[config.mk]
export PLATFORM = sky130hd
export DESIGN_NAME = systolic_result_collector
export DESIGN_NICKNAME = d
export VERILOG_FILES = /design/src/rtl/systolic_result_collector.sv
export SDC_FILE = /design/constraint.sdc
export NUM_CORES = 1
export LEC_CHECK = 0
export CORE_ASPECT_RATIO = 1.2
export CORE_MARGIN = 3
export CORE_UTILIZATION = 40
export CTS_BUF_LIST = sky130_fd_sc_hd__clkbuf_8
export CTS_CLUSTER_DIAMETER = 40
export DETAILED_ROUTE_END_ITERATION = 8
export GPL_ROUTABILITY_DRIVEN = 0
export PLACE_DENSITY = 0.67
export SLEW_MARGIN = 0
export SYNTH_ARGS = -nofsm -noshare
export SYNTH_HDL_FRONTEND = slang
export SYNTH_SLANG_ARGS = --single-unit
[constraint.sdc]
create_clock -name Clk -period 22.8 [get_ports Clk]
set_input_delay 4.56 -clock Clk [delete_from_list [all_inputs] [get_ports Clk]]
set_output_delay 4.56 -clock Clk [all_outputs]
set_load 0.05 [all_outputs]
[src/rtl/systolic_result_collector.sv]
// Result collector at the reader end of the systolic array output bus.
// The array delivers each row skewed in time: lane k arrives k array-steps
// after lane 0. This block delays every lane so the whole row lines up,
// pushes the aligned row into a show-ahead FIFO, and presents rows on a
// valid/ready stream.
//
// Handshake: a row transfers on any rising edge where Out_Valid and
// Out_Ready are both 1. Out_Valid never waits on Out_Ready. Out_Data is the
// FIFO head and stays stable while Out_Valid=1 and the row is not taken.
module systolic_result_collector #(
   parameter int LANES = 9,
   parameter int WIDTH = 16,
   parameter int DEPTH = 8
) (
   input  logic                       Clk,
   input  logic                       Rst,
   input  logic                       En,
   input  logic                       In_Valid,
   input  logic [LANES*WIDTH-1:0]     Result,
   input  logic                       Flush,
   output logic [LANES*WIDTH-1:0]     Out_Data,
   output logic                       Out_Valid,
   input  logic                       Out_Ready,
   output logic [$clog2(DEPTH):0]     Level,
   output logic                       Overflow,
   output logic [7:0]                 Drop_Count,
   output logic                       Busy
);

   localparam int AW = $clog2(DEPTH);
   localparam int LW = AW + 1;
   localparam int RW = LANES * WIDTH;

   // Row valid tag: bit j set means a row started j+1 array-steps ago.
   logic [LANES-2:0] tag_q;
   logic [RW-1:0]    row_aligned;

   // FIFO storage and status.
   logic [RW-1:0]    mem [DEPTH];
   logic [AW-1:0]    wr_ptr;
   logic [AW-1:0]    rd_ptr;
   logic [LW-1:0]    level_q;
   logic             overflow_q;
   logic [7:0]       drop_q;
   logic [RW-1:0]    hold_q;

   logic             clear;
   logic             push_req;
   logic             pop;
   logic             full;
   logic             push;
   logic             drop;

   assign clear = Rst | Flush;

   // Shift the row tag alongside the lane data; only advances with En.
   always_ff @(posedge Clk) begin
      if (clear) begin
         tag_q <= '0;
      end else if (En) begin
         tag_q <= {tag_q[LANES-3:0], In_Valid};
      end
   end

   // Lane k needs LANES-1-k delay stages; the last lane is used directly
   // from the bus on the edge the row completes.
   for (genvar k = 0; k < LANES - 1; k++) begin : g_lane
      logic [WIDTH-1:0] sr [LANES-1-k];

      // Per-lane delay line, frozen while En=0.
      always_ff @(posedge Clk) begin
         if (En) begin
            sr[0] <= Result[k*WIDTH +: WIDTH];
            for (int j = 1; j < LANES - 1 - k; j++) begin
               sr[j] <= sr[j-1];
            end
         end
      end

      assign row_aligned[k*WIDTH +: WIDTH] = sr[LANES-2-k];
   end

   assign row_aligned[(LANES-1)*WIDTH +: WIDTH] = Result[(LANES-1)*WIDTH +: WIDTH];

   // Push/pop decisions for this edge. A full FIFO still accepts a row when
   // the head leaves on the same edge.
   assign push_req = En & tag_q[LANES-2] & ~clear;
   assign pop      = Out_Valid & Out_Ready & ~clear;
   assign full     = (level_q == LW'(DEPTH));
   assign push     = push_req & (~full | pop);
   assign drop     = push_req & ~push;

   // FIFO storage write; contents need no reset because level gates reads.
   always_ff @(posedge Clk) begin
      if (push) begin
         mem[wr_ptr] <= row_aligned;
      end
   end

   // Pointers, level, overflow status and the held output value.
   always_ff @(posedge Clk) begin
      if (clear) begin
         wr_ptr     <= '0;
         rd_ptr     <= '0;
         level_q    <= '0;
         overflow_q <= 1'b0;
         drop_q     <= '0;
         hold_q     <= '0;
      end else begin
         if (push) begin
            wr_ptr <= wr_ptr + 1'b1;
         end
         if (pop) begin
            rd_ptr <= rd_ptr + 1'b1;
         end
         case ({push, pop})
            2'b10:   level_q <= level_q + 1'b1;
            2'b01:   level_q <= level_q - 1'b1;
            default: level_q <= level_q;
         endcase
         if (drop) begin
            overflow_q <= 1'b1;
            if (drop_q != 8'hFF) begin
               drop_q <= drop_q + 1'b1;
            end
         end
         hold_q <= Out_Data;
      end
   end

   // Show-ahead output: head row while non-empty, otherwise the last shown row.
   always_comb begin
      Out_Data = hold_q;
      if (level_q != '0) begin
         Out_Data = mem[rd_ptr];
      end
   end

   assign Out_Valid  = (level_q != '0);
   assign Level      = level_q;
   assign Overflow   = overflow_q;
   assign Drop_Count = drop_q;
   assign Busy       = (|tag_q) | (level_q != '0);

endmodule

==> Word-level counts from Yosys, hierarchy flattened <==
Memories as Yosys holds them, arrays and structs flattened. A register that Yosys moved wholly into a read port is not among the register bits.
Index checks and enable logic that the tools add are counted.
{ "word_totals": {"reg_bits": 171, "mem_bits_rw": 1728, "input_bits": 150, "out_inout_bits": 159, "n_memories": 9} }
{ "op_classes": {"n_addsub": 5, "eq_ne": 4, "n_mux": 8, "bitwise": 12, "reduce_logical": 4} }
{ "memory_table": {"columns": ["name", "depth", "width", "read_ports", "rd_clocked_by_memory_dff", "wr", "line_no", "text"], "rows": [
  ["mem", 8, 144, 1, 1, 1, "39", "logic [RW-1:0] mem [DEPTH];"],
  ["g_lane[0].sr", 8, 16, 8, 0, 8, "68", "logic [WIDTH-1:0] sr [LANES-1-k];"],
  ["g_lane[1].sr", 7, 16, 7, 0, 7, "68", null],
  ["g_lane[2].sr", 6, 16, 6, 0, 6, "68", null],
  ["g_lane[3].sr", 5, 16, 5, 0, 5, "68", null],
  ["g_lane[4].sr", 4, 16, 4, 0, 4, "68", null],
  ["+3 memories", null, null, null, null, null, null, null]
]} }
{ "op_table": {"columns": ["operator", "n"], "rows": [
  ["144-bit two-way mux", 1],
  ["8-bit by 1-bit adder with 8-bit output (second input constant)", 1],
  ["8-bit inequality test (second input constant)", 1],
  ["4-bit one-hot mux with 2 select lines", 1],
  ["8-bit OR reduction", 1],
  ["3-bit by 1-bit adder with 3-bit output (second input constant)", 2],
  ["1-bit bitwise AND", 6],
  ["3-bit two-way mux", 2],
  ["4-bit by 1-bit adder with 4-bit output (second input constant)", 1],
  ["4-bit equality test (second input constant)", 1],
  ["1-bit two-way mux", 4],
  ["4-bit nonzero test", 1],
  ["4-bit by 1-bit subtractor with 4-bit output (second input constant)", 1],
  ["1-bit inverter", 3],
  ["1-bit OR", 3],
  ["2-bit by 1-bit equality test with 1-bit output (second input constant)", 1],
  ["2-bit equality test (second input constant)", 1],
  ["2-bit AND reduction", 1],
  ["2-bit nonzero test", 1]
]} }

==> Longest topological paths before layout <==
Gate-level depths: netlist of the first run.
{ "logic_depth": {"depth_word": 8, "depth_mapped": 10, "ltp_nobuf": 9} }

==> Least setup slack after synthesis of the first run <==
Ideal clock, no wire load.
{ "synth_timing": {"kind": "input port to flip-flop", "start": "input En", "end": "memory mem[0][0] in the netlist's numbering, enable pin", "setup_time_ns": 0.824, "t_arrival_ns": 15.205, "t_required_ns": 21.976, "setup_slack_ns": 6.771, "cell_stages": 5, "cell_sequence": "buf_2 > and4bb_2 > nand2_1 > or2_2 > nor3_1"} }
{ "synth_via": {"elab_chain_len": 5} }
{ "synth_rtl": {"columns": ["item", "line_no", "text"], "rows": [
  ["from (decl)", "17", "input logic En,"],
  ["1-bit bitwise AND (2 in series)", "87", "assign push_req = En & tag_q[LANES-2] & ~clear;"],
  ["1-bit bitwise AND", "90", "assign push = push_req & (~full | pop);"],
  ["1-bit two-way mux", "95", "if (push) begin"],
  ["1-bit two-way mux (not written as such)", "96", "mem[wr_ptr] <= row_aligned;"],
  ["to (decl)", "39", null]
]} }
No other way between the ends.

==> impl_metrics.yaml, run 1 <==
critical_path:
  cp.required_ns: 18.24
  crit_family: "buffers and inverters"
  crit_buf_inv: 3
  critPathLaunchType: "flop"
  max_stage_delay_ns: 0.92
  worstPathArrival_ns: 5.50
  cp_slowest_cell: "dfxtp_4"
  critical_path_class: "flop to primary output"
  crit_path_frequent_cell: "buf_4"
  r2r_slack_ns: 18.65
  worst-path-max-fanout: 47
  crit_path_end_kind: "primary output"
  cp_cell_sequence: "buf_4 -> buf_4 -> mux4_2 -> mux2i_1 -> a21oi_1 -> clkdlybuf4s50_1"
timing:
  fin_worst_skew_ns: 0.0815
  rsz0062_at_grt: "no"
  holdWs_ns: 0.343
  fin_tns_setup_ns: 0
  setup_viol: 0
  fin_crit_sh_pct: 44.1
  worst_slew_pin_slew_ns: 1.13
  hold_violations: 0
  fin_ws_ns: 12.74
  period_needed_ns: 10.06
  relSlewSlack_pct: 24.4
  report.final.slew_viol_count: 0
  clock.fmax_mhz: 99.4
drt:
  drtIter0Drc: 2209
  drt-pass1-iter-count: 6
  drc_errors: 0
  final_antenna_net_count: 0
  vias_per_cell: 4.97
  drt_wl_total_um: 129000
  avgRoutedWirePerCell_um: 21.6
  vias: 29600
placed_design:
  place_hpwl_um: 67600
  port_buffers: 308
  placed_area_sq_um: 72500
  place_ws_ns: 13.53
  place_inst: 5384
synth:
  synth_area_per_cell_sq_um: 22.2
  synth_cell_types: 36
  ys_warn_count: 0
  seq_area_frac_synth_pct: 82.8
  synth_seq_cells: 1902
  synthCells: 3016
  syn_nets: 3172
  syn-cell-area_sq_um: 66900
final_layout:
  final_area_sq_um: 78700
  drive_gt1_share_pct: 20.4
  finalNonFillerCells: 5958
  final_util_pct: 47.7
  area_growth_pct: 17.8
  fin_nets: 3720
power:
  combPwrFrac_pct: 0.9
  power_switching_mw: 1.38
  clkPwrFrac_pct: 42.2
  totalPowerFinal_mw: 6.90
  p_sw_share_pct: 19.9
  power_leakage_nw: 25.2
  ir_drop_v: 0.0000722
  power_density_nw_per_um2: 87.7
  p_seq_share_pct: 56.9
  p_int_mw: 5.53
cts:
  cts_buffers: 323
  cts_resized: 0
  cts_tree: "built"
  clockRootBuffer: "clkbuf_8"
  cts.sinks: 1902
  clkTransAtPathRegs_ns: 0.06
  ctsHtreeMaxLevel: 5
  hold_buffers: 0
  post_cts_buffers: 0
  clock_latency_ns: 1.01
  clk_path_buf_depth: 4
min_path:
  hold_path.class: "flop to flop"
grt:
  overflow: 0
  grt_pass1_wl_um: 194000
  grt_max_degree: 190
  grt_use_total_pct: 15.1
  antenna_found_initial: 5
  grt_pass1_vias: 31500
floorplan:
  ioPinCount: 309
  start_util_pct: 40.5
  dieHeight_um: 454
  die_area_sq_um: 172000
  rows: 163
  core_sq_um: 165000
  die_x_um: 379
run:
  drv_cap: 0
outcome:
  status: "finished clean"
[area by class of cell]
| type | instances | area, sq um |
|---|---|---|
| antenna | 2 | 5.00 |
| clock buffer | 360 | 4950 |
| clock inverter | 212 | 1320 |
| fill | 13400 | 86500 |
| inverter | 4 | 15.0 |
| multi-input combinational | 978 | 10900 |
| sequential | 1902 | 55400 |
| tap | 2145 | 2680 |
| timing repair buffer | 355 | 3490 |
[cell families (layout without fill, tap and decap cells)]
family                   after synthesis  in the layout  synth area share, %
XOR/XNOR                              11             11                0.144
adder cells (fa/ha/maj)                6              6                0.123
multiplexers                         442            442                 12.0
AND/OR/NAND/NOR                      358            358                 2.65
AO/OA/AOI/OAI                        161            161                 1.26
buffers and inverters                136            931                 1.01
flip-flops                          1902           1902                 82.8
other                                  0              2                    0
[sequential cells by signal, summed over array words and instances (netlist names), named ones only]
register	count
Overflow	1
g_lane.sr	576
rd_ptr	3
tag_q	8
wr_ptr	3
hold_q	144
Level	4
mem	1152
Drop_Count	8
[routing by layer]
metal	GRT usage, %	wire, um	vias up
li1	-	-	13300
met1	19.4	53200	15300
met2	24.8	63900	837
met3	3.63	7510	257
met4	5.94	4220	0
met5	0	0	-
[power by group through the flow]
stage	logic, mW	clock network [mW]	registers (mW)
global route	0.0661	3.19	3.93
global placement	0.0621	0	3.99
floorplan	0.00424	0	3.98
detailed placement	0.0630	0	4.00
CTS	0.0632	3.02	3.93
finish	0.0611	2.92	3.93
[final timing paths]
kind | start | endpoint | depth (start not counted)
hold / removal | g_lane[3].sr[0][53] | g_lane[3].sr[0][69] | 0
setup reg to reg | Level[1] | mem[4][81] | 7
setup / recovery | flop | Out_Data[80] | 6
hold reg to reg | g_lane[3].sr[0][53] | g_lane[3].sr[0][69] | 0
[cell usage after synthesis (all sizes together)]
master	n	area share (%)
inv	4	0.022
nor2	174	0.98
and2	145	1.4
xnor2	7	0.092
nand3	9	0.067
or2	2	0.019
nand2	8	0.045
o41ai	1	0.024
mux4	288	9.7
xor2	4	0.052
a21o	1	0.011
buf	92	0.76
a31oi	1	0.0094
nor2b	2	0.019
a211oi	1	0.011
clkbuf	40	0.22
or4	1	0.011
a21oi	152	1.1
nand2b	2	0.019
ha	5	0.094
nand4	1	0.0094
mux2i	154	2.3
nor4	2	0.019
nand3b	1	0.011
fa	1	0.030
o21ai	4	0.036
or3	4	0.037
edfxtp	1728	78
and4bb	1	0.019
nor3	6	0.045
o2111ai	1	0.022
dfxtp	174	5.2
[layout by cell type (no fill, tap or decap), types with 3 or more instances in the layout]
cell type	count
a21oi_1	151
and2_1	145
buf_12	4
buf_4	43
bufinv_16	15
clkbuf_8	360
clkdlybuf4s50_1	307
clkinv_1	35
clkinv_2	25
clkinv_4	9
clkinvlp_4	10
dfxtp_1	171
dfxtp_4	3
edfxtp_1	1728
ha_1	5
inv_1	118
inv_6	4
mux2i_1	154
mux4_2	288
nand2_1	8
nand3_1	9
nor2_1	167
nor2_4	7
nor3_1	4
o21ai_0	3
or3_1	4
xnor2_1	7
xor2_1	4
No activity file was read; power rests on OpenSTA's default activity.
==> run 2: changes to the inputs <==
Clock period 22.8 ns to 9.3 ns, I/O delays scaled along.
==> run 2 against run 1 <==
Clock skew is 0.021 ns higher. Utilization is essentially flat. Die area is the same. Power increased by 140%. Sequential share of layout area barely moved. Critical path type unchanged. Largest power group unchanged. Highest routed layer is now met5.
==> impl_metrics.yaml, run 2 (synthesis results as in run 1) <==
timing:
  fin_worst_skew_ns: 0.102
  hold_violations: 0
  period_needed_ns: 6.30
  rsz0062_at_grt: "no"
  worst_slew_pin_slew_ns: 1.04
  fin_crit_sh_pct: 67.8
  setup_viol: 0
  fin_tns_setup_ns: 0
  clock.fmax_mhz: 159
  relSlewSlack_pct: 30.6
  report.final.slew_viol_count: 0
cts:
  post_cts_buffers: 0
  cts.sinks: 1902
  cts_resized: 0
  clockRootBuffer: "clkbuf_8"
  clk_path_buf_depth: 4
  cts_tree: "built"
  hold_buffers: 0
  clkTransAtPathRegs_ns: 0.06
  cts_buffers: 324
  ctsHtreeMaxLevel: 5
  clock_latency_ns: 1.00
drt:
  final_antenna_net_count: 0
  avgRoutedWirePerCell_um: 21.7
  vias_per_cell: 4.98
  vias: 29700
  drc_errors: 0
  drt-pass1-iter-count: 5
  drt_wl_total_um: 129000
  drtIter0Drc: 1848
grt:
  antenna_found_initial: 8
  grt_pass1_vias: 31300
  grt_use_total_pct: 15.1
  grt_pass1_wl_um: 194000
  grt_max_degree: 136
  overflow: 0
final_layout:
  num-fill-cells: 13500
  final_util_pct: 47.7
  finalNonFillerCells: 5959
  seq_area_sq_um: 55400
  area_growth_pct: 17.8
  final_cell_mix: "1728 x edfxtp_1, 355 x clkbuf_8, 307 x clkdlybuf4s50_1"
  reg_top3: "mem x1152, g_lane.sr x576, hold_q x144"
  largest_register_ffs: 1152
  drive_gt1_share_pct: 20.6
  final_common_cell: "edfxtp_1"
  top_register: "mem"
  fin_nets: 3726
  multi_input_area_sq_um: 10900
placed_design:
  place_inst: 5389
  port_buffers: 308
  place_hpwl_um: 68200
floorplan:
  core_sq_um: 165000
  rows: 163
  start_util_pct: 40.5
  dieHeight_um: 454
  die_area_sq_um: 172000
  ioPinCount: 309
  die_x_um: 379
critical_path:
  crit_buf_inv: 3
  worstPathArrival_ns: 4.44
  cp.required_ns: 7.44
  critPathLaunchType: "flop"
  cp_cell_sequence: "buf_4 -> buf_4 -> mux4_2 -> mux2i_1 -> a21oi_1 -> clkdlybuf4s50_1"
  critical_path_class: "flop to primary output"
  worst-path-max-fanout: 31
  max_stage_delay_ns: 0.73
  crit_path_frequent_cell: "buf_4"
  crit_family: "buffers and inverters"
  cp_slowest_cell: "clkdlybuf4s50_1"
  crit_path_end_kind: "primary output"
run:
  drv_cap: 0
power:
  ir_drop_v: 0.000148
  power_leakage_nw: 25.2
  power_density_nw_per_um2: 214
  totalPowerFinal_mw: 16.9
outcome:
  status: "finished clean"
min_path:
  hold_path.class: "flop to flop"
run 2: cell count changes in the layout (fill, tap and decap cells not counted), moves of 2 or more:
| cell | before | now |
|---|---|---|
| buf_12 | 4 | 10 |
| clkbuf_8 | 360 | 355 |
| clkinv_1 | 35 | 43 |
| clkinv_2 | 25 | 34 |
| clkinv_4 | 9 | 4 |
| clkinvlp_4 | 10 | 13 |
| diode_2 | 2 | 6 |
| inv_1 | 118 | 100 |
| nor3_2 | 2 | 0 |
| nor3_4 | 0 | 2 |
run 2: worst reg2reg max path, stage by stage (launching register included):
cell and delay, ns:
dfxtp_1 0.47, nor3_1 0.16, nand2_1 0.17, nand2_1 0.11
or2_2 0.40, nor3_4 0.16, buf_4 0.68, buf_4 0.69
run 2: final timing paths:
| path | end | cells after the start | slack [ns] | from |
|---|---|---|---|---|
| setup / recovery | Out_Data[131] | 6 | 3.00 | flop |
| hold / removal | g_lane[4].sr[3][6] | 0 | 0.34 | g_lane[4].sr[2][6] |
| setup reg to reg | mem[0][98] | 7 | 6.08 | Level[1] |
| hold reg to reg | g_lane[4].sr[3][6] | 0 | 0.34 | g_lane[4].sr[2][6] |
run 2: report_power, final:
group          total, mW  internal (mW)  leakage, nW  switching [mW]
Clock               7.08           3.90         3.50            3.18
Sequential          9.63           9.52         17.4           0.101
Combinational      0.150         0.0598         4.26          0.0907
run 2: through the flow:
step / hold WS (ns) / area, sq um / setup slack, ns
2_1_floorplan: 0.400 / 66900 / -0.154
3_3_place_gp: 0.401 / 72600 / 3.81
3_5_place_dp: 0.405 / 72600 / 3.82
4_1_cts: 0.332 / 78800 / 2.66
5_1_grt: 0.348 / 78800 / 2.56
6_report: 0.339 / 78800 / 3.00
run 2: layout make-up:
class / instances / share of cell area, %
sequential: 1902 / 70.3
multi-input combinational: 978 / 13.8
clock buffer: 355 / 6.20
timing repair buffer: 360 / 4.57
tap: 2145 / 3.41
clock inverter: 209 / 1.64
inverter: 4 / 0.0191
antenna: 6 / 0.0191
run 2: metal layers:
metal	vias up	global-route usage (%)	share of wire (%)
met3	246	3.52	5.0
met4	2	5.34	2.7
met1	15400	19.5	42
met5	-	0	0.010
li1	13300	-	-
met2	746	25.0	50
